==> src/rtl/timer_multi.sv <==
// timer_multi: 64-bit mtime with prescaler and NumCmp one-shot/periodic compare channels on a 1 kB bus window.
// Optional TIMER_MTIME_SNAPSHOT_EN: MTIME_LO reads latch the upper half so MTIME_HI reads are tear-free.
module timer_multi #(
    parameter int DataWidth     = 32,
    parameter int AddressWidth  = 32,
    parameter int NumCmp        = 4,
    parameter int PrescaleWidth = 16
) (
    input  logic                    clk_i,
    input  logic                    rst_ni,
    input  logic                    timer_req_i,
    input  logic [AddressWidth-1:0] timer_addr_i,
    input  logic                    timer_we_i,
    input  logic [DataWidth/8-1:0]  timer_be_i,
    input  logic [DataWidth-1:0]    timer_wdata_i,
    output logic                    timer_rvalid_o,
    output logic [DataWidth-1:0]    timer_rdata_o,
    output logic                    timer_err_o,
    output logic                    timer_intr_o,
    output logic [NumCmp-1:0]       timer_intr_vec_o
);
    localparam int Bw = DataWidth / 8;

    if (DataWidth != 32) begin : g_bad_dw
        $error("timer_multi: DataWidth must be 32");
    end
    if (NumCmp < 1 || NumCmp > 16 || PrescaleWidth < 1 || PrescaleWidth > 32) begin : g_bad_cfg
        $error("timer_multi: NumCmp or PrescaleWidth out of range");
    end

    logic [9:0]               off;
    logic [3:0]               ch;
    logic                     glob, chan, bad, wr, rd, en_q, tick;
    logic [5:0]               wr_g;
    logic [DataWidth-1:0]     bm, rdat, hi_rd, rdata_q;
    logic [63:0]              mtime_q, inc;
    logic [PrescaleWidth-1:0] presc_q, presc_cnt;
    logic [NumCmp-1:0]        status_q, ien_q, mode_q, hit, sel, cmp_wr, w1c;
    logic [63:0]              cmp_q [NumCmp];
    logic [31:0]              period_q [NumCmp];
    logic                     rvalid_q, err_q, unused_addr;

    assign off         = timer_addr_i[9:0];
    assign ch          = off[7:4];
    assign unused_addr = ^timer_addr_i[AddressWidth-1:10];
    assign glob        = off[9:5] == 5'd0 && off[4:2] < 3'd6;
    assign chan        = off[9:8] == 2'b01 && 32'(ch) < NumCmp;
    assign bad         = off[1:0] != 2'b00 || !(glob || chan);
    assign wr          = timer_req_i && timer_we_i && !bad;
    assign rd          = timer_req_i && !timer_we_i && !bad;
    assign tick        = en_q && presc_cnt == presc_q;
    assign inc         = mtime_q + 64'(tick);
    assign w1c         = wr_g[4] ? NumCmp'(timer_wdata_i & bm) : '0;

    function automatic logic [31:0] merge(input logic [31:0] old);
        return (old & ~bm) | (timer_wdata_i & bm);
    endfunction

    always_comb begin
        bm     = '0;
        wr_g   = '0;
        sel    = '0;
        cmp_wr = '0;
        hit    = '0;
        for (int b = 0; b < Bw; b++) bm[8*b+:8] = {8{timer_be_i[b]}};
        for (int k = 0; k < 6; k++) wr_g[k] = wr && glob && off[4:2] == 3'(k);
        for (int i = 0; i < NumCmp; i++) begin
            sel[i]    = wr && chan && ch == 4'(i);
            cmp_wr[i] = sel[i] && !off[3];
            hit[i]    = mtime_q >= cmp_q[i] && !cmp_wr[i];
        end
    end

`ifdef TIMER_MTIME_SNAPSHOT_EN
    logic [31:0] shadow_q;
    always_ff @(posedge clk_i or negedge rst_ni) begin
        if (!rst_ni) shadow_q <= '0;
        else if (rd && glob && off[4:2] == 3'd0) shadow_q <= mtime_q[63:32];
    end
    assign hi_rd = shadow_q;
`else
    assign hi_rd = mtime_q[63:32];
`endif

    always_comb begin
        rdat = '0;
        if (glob) begin
            case (off[4:2])
                3'd0:    rdat = mtime_q[31:0];
                3'd1:    rdat = hi_rd;
                3'd2:    rdat = 32'(en_q);
                3'd3:    rdat = 32'(presc_q);
                3'd4:    rdat = 32'(status_q);
                3'd5:    rdat = 32'(ien_q);
                default: rdat = '0;
            endcase
        end
        for (int i = 0; i < NumCmp; i++)
            if (chan && ch == 4'(i))
                rdat = off[3] ? (off[2] ? period_q[i] : 32'(mode_q[i]))
                              : (off[2] ? cmp_q[i][63:32] : cmp_q[i][31:0]);
    end

    always_ff @(posedge clk_i or negedge rst_ni) begin
        if (!rst_ni) begin
            mtime_q   <= '0;
            en_q      <= 1'b1;
            presc_q   <= '0;
            presc_cnt <= '0;
            status_q  <= '0;
            ien_q     <= '0;
            mode_q    <= '0;
            rvalid_q  <= 1'b0;
            err_q     <= 1'b0;
            rdata_q   <= '0;
            for (int i = 0; i < NumCmp; i++) begin
                cmp_q[i]    <= '0;
                period_q[i] <= '0;
            end
        end else begin
            // A written half replaces that half only; the other half keeps the incremented value.
            mtime_q[31:0]  <= wr_g[0] ? merge(mtime_q[31:0]) : inc[31:0];
            mtime_q[63:32] <= wr_g[1] ? merge(mtime_q[63:32]) : inc[63:32];
            presc_cnt      <= (wr_g[3] || tick) ? '0 : en_q ? presc_cnt + PrescaleWidth'(1) : presc_cnt;
            if (wr_g[2] && timer_be_i[0]) en_q <= timer_wdata_i[0];
            if (wr_g[3]) presc_q <= PrescaleWidth'(merge(32'(presc_q)));
            if (wr_g[5]) ien_q <= NumCmp'(merge(32'(ien_q)));
            status_q <= (status_q & ~w1c | hit) & ~cmp_wr;
            for (int i = 0; i < NumCmp; i++) begin
                if (cmp_wr[i])
                    cmp_q[i] <= off[2] ? {merge(cmp_q[i][63:32]), cmp_q[i][31:0]}
                                       : {cmp_q[i][63:32], merge(cmp_q[i][31:0])};
                else if (hit[i] && mode_q[i] && period_q[i] != '0)
                    cmp_q[i] <= cmp_q[i] + 64'(period_q[i]);
                if (sel[i] && off[3:2] == 2'd2 && timer_be_i[0]) mode_q[i] <= timer_wdata_i[0];
                if (sel[i] && off[3:2] == 2'd3) period_q[i] <= merge(period_q[i]);
            end
            rvalid_q <= timer_req_i;
            err_q    <= timer_req_i && bad;
            rdata_q  <= rd ? rdat : '0;
        end
    end

    assign timer_rvalid_o   = rvalid_q;
    assign timer_err_o      = err_q;
    assign timer_rdata_o    = rdata_q;
    assign timer_intr_vec_o = status_q & ien_q;
    assign timer_intr_o     = |timer_intr_vec_o;
endmodule

==> config.mk <==
export PLATFORM = sky130hd
export DESIGN_NAME = timer_multi
export DESIGN_NICKNAME = d
export VERILOG_FILES = /design/src/rtl/timer_multi.sv
export SDC_FILE = /design/constraint.sdc
export NUM_CORES = 2
export LEC_CHECK = 0
export BUFFER_PORTS_ARGS = -buffer_cell sky130_fd_sc_hd__buf_2
export CORE_MARGIN = 2
export CORE_UTILIZATION = 46
export CTS_CLUSTER_SIZE = 16
export DETAILED_ROUTE_END_ITERATION = 10
export HOLD_SLACK_MARGIN = 0.05
export PLACE_DENSITY_LB_ADDON = 0.08
export RECOVER_POWER = 100
export SLEW_MARGIN = 15
export SYNTH_ARGS = -nofsm -noshare
export SYNTH_HDL_FRONTEND = slang
export SYNTH_SLANG_ARGS = --single-unit
==> constraint.sdc <==
create_clock -name clk_i -period 5.65 [get_ports clk_i]
set_input_delay 0.8475 -clock clk_i [delete_from_list [all_inputs] [get_ports clk_i]]
set_output_delay 0.8475 -clock clk_i [all_outputs]
set_load 0.01 [all_outputs]
==> results by group <==
Outcome
  • Status: complete, but fails checks
  • Failing checks: capacitance limit, slew limit

Place
  • Pre-CTS setup slack: 1.160 ns
  • DP HPWL: 163,600 µm
  • RePlAce Congestion: 1.087
  • Count of input and output buffers: 88

CTS
  • Num CTS Buffers: 70
  • Clock Path Buffers: 3
  • Clk sink count: 527
  • CTS tree: yes
  • Reg clk slew, reported paths: roughly 0.06 ns
  • Setup Fix Bufs, Post-CTS: 0
  • Clk Latency, worst-skew pair: 0.67 ns
  • Post-CTS Hold Buffers: 0
  • Post_cts resized: 0
  • Root Buffer: clkbuf_16
  • CTS H-tree lvls: 3

Floorplan
  • I/O Pins: 111
  • Chip Height: 310.9 µm
  • Starting Density: 0.4642
  • Core area: 0.09333 mm²
  • Die boundary width: about 310 µm
  • Die ar.: 0.09666 mm²
  • # rows: 112

Global route
  • Initial antenna violation count: 12
  • First-pass GRT wire length: 303,800 µm
  • Vias in the first global route: 40,920
  • Largest net degree at the start of global routing: 131
  • Total congestion overflow: 0
  • GRT Total Usage: 0.4313

Detailed routing
  • DRT Pass-1 Iters: 9
  • Post-Route WL: 214,300 µm
  • # DRC: 0
  • Vias: between 40,000 and 50,000
  • Iteration-0 DRC Markers: 6,397
  • Routed Antenna Nets: 0
  • Wire length per cell: 32.74 µm
  • Via density per instance: 6.916

Logic synthesis
  • Post-synthesis xor/xnor area fraction: 0.03699
  • Mapped Cells: 5,177
  • Synth Area in Simple Gates: 0.1831
  • Cell Area, Synth: ~0.043 mm²
  • Ys Warns: 0
  • Mux share of post-synthesis cell area: 0.07370
  • Synth Area in Compound Gates: 0.2396
  • Most used flip-flop cell after synthesis: dfrtp_1
  • Synthesized flop and latch total: 527
  • Synth Net Count: between 5,000 and 6,000
  • EDFF count, synth: 0
  • Seq/Total Area, Yosys: 0.3044
  • Post-synth ARST share: 1.000
  • Unique masters post-synth: 85
  • Post-Synth Adder-Cell Area: 0.1136
  • Mean post-synth cell area: approximately 8.4 µm²
  • Largest family of logic cells by synthesized area: compound AO/OA/AOI/OAI gates

Setup path
  • Worst EP required: 6.18 ns
  • CP arrival: 5.84 ns
  • CP endpoint kind: flop
  • WS Path Type: reg -> reg
  • CP Launch Type: flop
  • Crit path max fanout: 21

Finish
  • Filler instances: 9,111
  • Syn-to-layout area delta: 10.64%
  • NumNets Final: 5,691
  • Share of layout cells above drive strength 1: 0.09277
  • Storage cell area: between 0.01 and 0.015 mm²
  • Most common cell after layout, fill and taps aside: dfrtp_1
  • Area of the multi-input gates: between 0.02 and 0.03 mm²
  • Most frequent cells in the layout: dfrtp_1 (526), nand2_1 (477), nor2_1 (443), a21oi_1 (395), ha_1 (387)

STA
  • Final hold vios: 0
  • Final worst setup slack: roughly 0.35 ns
  • Final period util: 0.9387
  • Worst rel slew slack: -1.672
  • # setup viols final: 0
  • Highest clock rate: between 150 and 200 MHz
  • Setup TNS: 0 ns
  • Tightest Pin Transition: 4.008 ns
  • Slew Limit Fails: 233
  • Final min period: 5.304 ns
  • Setup Skew: 0.03325 ns
  • Unrepaired setup endpoints after global routing: false

Power and ir drop
  • PD cells: 212.6 mW/mm²
  • Pleak: 0.02125 µW
  • VDD IR max: 0.0002294 V

Worst hold path
  • Worst hold-check path type: in -> reg

Flow run
  • Total of max-cap violations: 7
==> through the flow <==
stage	cells	utilization	hold slack [ns]	power (µW)	instance area [µm²]
global placement	6410	0.4885	0.4977	5244	45590
detailed placement	6410	0.4885	0.5072	5251	45590
finish	6545	0.5136	0.3825	10190	47940
CTS	6536	0.5153	0.2096	10150	48090
global route	6536	0.5134	0.3752	10410	47910
floorplan	5177	-	0.4777	4682	43330
==> cell usage after synthesis, types with 93 or more instances <==
cell,instances,area share
dfrtp_1,526,0.30
o21ai_0,339,0.039
clkbuf_1,217,0.019
ha_1,387,0.11
nand2_1,477,0.041
a21o_1,140,0.024
inv_1,311,0.027
xnor2_1,124,0.025
a221o_1,93,0.021
a21oi_1,396,0.046
nor2_1,445,0.039
nand4_1,128,0.018
nor3_1,99,0.011
mux2_2,150,0.039
mux2i_1,139,0.032
nand3_1,172,0.020
==> area by class of cell <==
| type | count | area share |
|---|---|---|
| Multi-Input combinational cell | 4091 | 0.5848 |
| Sequential cell | 527 | 0.2751 |
| Clock buffer | 107 | 0.04625 |
| Tap cell | 1254 | 0.03273 |
| Timing Repair Buffer | 227 | 0.03041 |
| Inverter | 311 | 0.02435 |
| Clock inverter | 19 | 0.005847 |
| Antenna cell | 9 | 0.0004698 |
==> cell families (layout without fill, tap and decap cells) <==
logic type	after synthesis	count (layout)
buf+inv	559	664
simple gates	1666	1666
flops	527	527
fa+ha+maj	391	391
xor+xnor	183	183
compound gates	1557	1557
mux	294	294
other cells	0	9
==> report_power, final <==
| part | switching [µW] | internal (µW) |
|---|---|---|
| combinational | 894 | 396 |
| sequential | 108 | 3840 |
| clock | 1970 | 2980 |
| total | 2970 | 7220 |
==> final timing paths <==
path,start,to,slack (ns),cells past startpoint
hold reg to reg,cmp_q[140]$_DFFE_PN0P_,cmp_q[140]$_DFFE_PN0P_,0.52,1
hold / removal,timer_req_i,timer_rvalid_o$_DFF_PN0_,0.38,1
setup / recovery,flop,cmp_q[60]$_DFFE_PN0P_,0.35,10
max in group asynchronous,rst_ni,asynchronous set/reset pin,1.57,1
min in group asynchronous,rst_ni,presc_cnt[8]$_DFFE_PN0P_,1.82,1
setup reg to reg,flop,cmp_q[60]$_DFFE_PN0P_,0.35,10
==> critical path, stage by stage, from the launching register on <==
cell and delay [ns]:
dfrtp_1 0.87, ha_1 0.37, and4_1 0.26, a221oi_1 0.66
o211ai_1 0.19, o211ai_1 0.32, and2_0 0.81, clkbuf_1 1.07
nor2_1 0.12, o21a_1 0.22, a221o_1 0.26
==> per-layer routing <==
metal  routed length [µm]  up-vias  GRT usage
li1                     -    19490          -
met3                26870      658     0.1272
met4                16710       10     0.2755
met5                   66        -          0
met2                85310     3104     0.5967
met1                85320    22010     0.5835
Power figures use the tool's default switching activity.
